**src/rtl/instruction_fetch.sv**
```systemverilog
// Fetch stage: owns the PC, drives the instruction ROM address, resolves `j`
// in-stage and loads the IF/ID pipeline register.
//
// state   | meaning
// --------+-----------------------------------------------------------
// S_RUN   | fetching one instruction per cycle
// S_HALT  | self-jump seen; PC frozen until redirect or reset
// S_FAULT | fetch attempted at PC >= MEM_DEPTH; frozen until redirect
module instruction_fetch #(
    parameter logic [7:0] RESET_PC  = 8'h00,
    parameter int         MEM_DEPTH = 6,
    parameter int         COUNT_W   = 8
) (
    input  logic               clk,
    input  logic               reset,
    input  logic               stall,
    input  logic               redirect_valid,
    input  logic [7:0]         redirect_pc,
    output logic [7:0]         imem_addr,
    input  logic [7:0]         imem_data,
    output logic               if_valid,
    output logic [7:0]         if_instr,
    output logic [7:0]         if_pc,
    output logic               halted,
    output logic               fault,
    output logic [COUNT_W-1:0] fetch_count
);

    typedef enum logic [1:0] {
        S_RUN   = 2'd0,
        S_HALT  = 2'd1,
        S_FAULT = 2'd2
    } state_t;

    // Nine bits so a depth of 256 still compares correctly.
    localparam logic [8:0] DEPTH = 9'(MEM_DEPTH);

    state_t     state;
    state_t     state_nxt;
    logic [7:0] pc;
    logic [7:0] seq_pc;
    logic [7:0] jump_pc;
    logic [7:0] next_pc;
    logic [7:0] offset;
    logic       is_jump;
    logic       in_range;
    logic       self_jump;
    logic       fetch_en;

    always_comb begin
        is_jump   = (imem_data[7:6] == 2'b11);
        offset    = {{6{imem_data[1]}}, imem_data[1:0]};
        seq_pc    = pc + 8'd1;
        jump_pc   = seq_pc + offset;
        next_pc   = is_jump ? jump_pc : seq_pc;
        in_range  = ({1'b0, pc} < DEPTH);
        self_jump = is_jump && (jump_pc == pc);
        fetch_en  = (state == S_RUN) && !stall && !redirect_valid && in_range;
    end

    always_ff @(posedge clk or posedge reset) begin
        if (reset) begin
            state <= S_RUN;
        end else begin
            state <= state_nxt;
        end
    end

    always_comb begin
        state_nxt = state;
        if (redirect_valid) begin
            state_nxt = S_RUN;
        end else if (!stall) begin
            case (state)
                S_RUN: begin
                    if (!in_range) begin
                        state_nxt = S_FAULT;
                    end else if (self_jump) begin
                        state_nxt = S_HALT;
                    end
                end
                S_HALT:  state_nxt = S_HALT;
                S_FAULT: state_nxt = S_FAULT;
                default: state_nxt = S_RUN;
            endcase
        end
    end

    // Status flags decode the registered state, so they move on the same
    // edge that enters or leaves HALT/FAULT.
    always_comb begin
        imem_addr = pc;
        halted    = (state == S_HALT);
        fault     = (state == S_FAULT);
    end

    always_ff @(posedge clk or posedge reset) begin
        if (reset) begin
            pc          <= RESET_PC;
            if_valid    <= 1'b0;
            if_instr    <= 8'h00;
            if_pc       <= 8'h00;
            fetch_count <= '0;
        end else if (redirect_valid) begin
            pc       <= redirect_pc;
            if_valid <= 1'b0;
        end else if (stall) begin
            pc <= pc;
        end else if (fetch_en) begin
            if_valid <= 1'b1;
            if_instr <= imem_data;
            if_pc    <= pc;
            pc       <= next_pc;
            if (fetch_count != {COUNT_W{1'b1}}) begin
                fetch_count <= fetch_count + 1'b1;
            end
        end else begin
            if_valid <= 1'b0;
        end
    end

endmodule
```
**config.mk**
```make
export PLATFORM = sky130hd
export DESIGN_NAME = instruction_fetch
export DESIGN_NICKNAME = d
export VERILOG_FILES = /design/src/rtl/instruction_fetch.sv
export SDC_FILE = /design/constraint.sdc
export NUM_CORES = 1
export LEC_CHECK = 0
export CAP_MARGIN = 10
export CORE_MARGIN = 1
export CORE_UTILIZATION = 44
export DETAILED_ROUTE_END_ITERATION = 16
export PLACE_DENSITY_LB_ADDON = 0.08
export SETUP_SLACK_MARGIN = 0.4
export SYNTH_ARGS = -nofsm -noshare
export SYNTH_HDL_FRONTEND = slang
export SYNTH_SLANG_ARGS = --single-unit
```
**constraint.sdc**
```tcl
create_clock -name clk -period 2.7 [get_ports clk]
set_input_delay 0.27 -clock clk [delete_from_list [all_inputs] [get_ports clk]]
set_output_delay 0.27 -clock clk [all_outputs]
set_load 0.005 [all_outputs]
```
==> out/results.ini <==
[floorplan]
die_w_um=71.90
core_area_um2=4723
rows=25
die_area_um2=5169
initial_core_util_pct=45.51
die_y_um=71.90
io_pins=55

[detailed_routing]
viasPerCell=5.221
ant_nets=0
drt_pass1_iterations=6
routed_wl_um=5249
via_count=1869
first_iter_violations=87
wl_per_cell_um=14.66
drc=0

[sta]
tightestPinTransition_ns=0.6965
drv_slew=0
hold_violations=0
period_share_pct=98.08
min_period_ns=2.648
setup_viol=0
slew-limit-headroom_pct=53.52
clock_skew_ns=0.006937
rsz0062_at_grt=yes
max_freq_mhz=377.6

[critical_path]
r2r_slack_ns=0.05
startpoint=imem_addr[0]
crit_type=register to register
r2r-start=imem_addr[0]
crit_fanout=4
r2r_cells=10
cp-end-kind=register
setup.worst_path.start_class=register
arrival_ns=2.86
reg2reg_to=state[0]
crit_required_ns=2.91

[grt]
grt_pass1_wl_um=8604
grt_usage_pct=21.81
grt_pass1_vias=1864
grt-ovfl-total=0
grt_antenna_before_repair=0
grt_max_degree=24

[yosys]
netlist_area_um2=2150
syn_nets=242
synth_warnings=0
ys_seq_area_share_pct=40.75
syn-mean-instance-area_um2=10.24
synthArstFlopShare_pct=100.0
synth_flop_cell=dfrtp_1
ys_ff_latch=35
synth_edf_count=0
syn-instance-count=210
synth_cell_types=48

[power_and_ir_drop]
switching_power_w=0.0005062
total_power_w=0.001668
vdd_drop_max_uv=396.4
p_int_w=0.001161
clkPwrFrac_pct=23.5
p_seq_share_pct=37.7
p_comb_share_pct=38.9
p_leak_nw=1.386
powerDensity_nw_per_um2=520.5
swShare_pct=30.36

[clock_tree]
cts_tree=built
clk_latency_ns=0.29
cts_buffers=5
htreeDepth=2
clkTransAtPathRegs_ns=0.07
cts-root-buf=clkbuf_8
ctsHoldBuffers=0
cts_buffer_depth=2
clock_sinks=35

[placed_design]
io_buffer_count=54
place.gp.congestion=0.8293
dp.final_hpwl_um=3880

[final_layout]
area_delta_synth_final_pct=49.07
fin_nets=322
fillers=389
final_util_pct=67.84
drive_gt1_share_pct=28.52
diodes=0

[status]
status=complete, no violations

[min_path]
hold_path_class=input port to asynchronous set/reset pin

[run]
cap_violations=0

cells in the mapped netlist, types with 2 or more instances:
master     n  area [um^2]
dfrtp_1   35        875.8
nand2_1   16        60.06
xnor2_1   14        122.6
mux2_2    12        135.1
ha_1      11        137.6
inv_1     11        41.29
nor2_1    11        41.29
a21oi_1   10        50.05
o21ai_0    9        45.04
nor2b_1    8        50.05
xor2_1     8        70.07
nand3_1    6        30.03
nor3_1     4        20.02
o21a_1     4        30.03
and4_1     3        26.28
buf_4      3        22.52
buf_6      3        33.78
clkbuf_1   3        11.26
mux2i_1    3        30.03
o211ai_1   3        22.52
a21o_1     2        15.01
a22oi_1    2        15.01
buf_2      2        10.01
nand4_1    2        12.51
or3_1      2        12.51
sequential cells by signal, summed over array words and instances (netlist names):
register     cells
fetch_count      8
if_instr         8
if_pc            8
imem_addr        8
state            2
if_valid         1
placed cells by master (no fill, tap or decap), types with 2 or more instances in the layout:
cell and n:
nand3_1 4, xnor2_1 9, inv_1 11, nor2_1 11, ha_1 5, o21ai_0 7, clkbuf_8 6, mux2i_1 3
buf_4 30, ha_4 5, and4_1 3, mux2_2 12, a22oi_1 2, o21a_1 4, xor2_1 7, dfrtp_1 31
or3_1 2, nor3_1 4, clkdlybuf4s50_1 54, o21ai_1 2, nand4_1 2, o211ai_1 3, a21o_1 2, nor2b_1 7
a21oi_2 2, dfrtp_2 4, a21oi_1 8, xnor2_2 4, nand2_1 15, o21ai_2 2
worst max-delay path by stage:
stage	endpoint
finish	state[0]
global route	state[0]
CTS	state[0]
detailed placement	state[0]
global placement	state[0]
floorplan	state[0]
final cells by class:
| class | count | area (um^2) | share of cell area (%) |
|---|---|---|---|
| flip-flops and latches | 35 | 880.8 | 27.49 |
| clock buffers | 7 | 86.33 | 2.694 |
| inverters | 11 | 41.29 | 1.289 |
| multi-input cells | 153 | 1341 | 41.86 |
| clock inverters | 1 | 5.005 | 0.1562 |
| well taps | 67 | 83.83 | 2.616 |
| repair buffers | 84 | 765.7 | 23.90 |
power by group through the flow:
| stage | Clock (W) | Sequential (W) | Combinational [W] |
|---|---|---|---|
| floorplan | 0 | 0.000632 | 0.000316 |
| global placement | 0 | 0.000631 | 0.000559 |
| detailed placement | 0 | 0.000633 | 0.000562 |
| CTS | 0.000397 | 0.000623 | 0.000598 |
| global route | 0.000421 | 0.000637 | 0.000709 |
| finish | 0.000392 | 0.000628 | 0.000648 |
cell families (layout without fill, tap and decap cells):
family | count (synthesis) | after routing | share of synthesized area (%)
flip-flops | 35 | 35 | 40.75
adder cells (fa/ha/maj) | 12 | 12 | 7.334
AND/OR/NAND/NOR | 58 | 58 | 14.49
buffers and inverters | 22 | 103 | 5.529
multiplexers | 15 | 15 | 7.683
XOR/XNOR | 22 | 22 | 8.964
AO/OA/AOI/OAI | 46 | 46 | 15.25
repair_timing:
item | in CTS | in global routing
pin swaps | 9 | 18
endpoints found under the setup margin | 4 | 4
buffers inserted | 3 | 2
resized for setup | 9 | 18
through the flow:
step                      hold WS, ns  cell area (um^2)  std cells  setup WS, ns    TNS, ns
after global placement         0.4821              2899        345      -0.02399   -0.02399
after global routing           0.4395              3204        358      -0.09375   -0.09375
after CTS                      0.4057              3068        356     -0.007179  -0.007179
final                          0.3872              3204        358       0.05177          0
after floorplan                0.3910              2166        210       0.06803          0
after detailed placement       0.4850              2899        345      -0.08313   -0.08313
per-layer routing:
| metal | GRT usage, % | part of all wire [%] |
|---|---|---|
| met1 | 28.66 | 46 |
| met2 | 34.70 | 47 |
| met3 | 6.250 | 5.6 |
| met4 | 7.625 | 1.9 |
| met5 | 0 | 0 |
critical path, cell delays in order (launching register included):
cell and delay, ns:
dfrtp_2 0.41, ha_4 0.14, and3_4 0.21, nand3_2 0.09, xnor2_2 0.20, ha_4 0.24, xnor2_2 0.17, a2111oi_4 0.36
o2111ai_1 0.14, or4_1 0.42, o31ai_2 0.17
(Power assumes the default switching activity.)
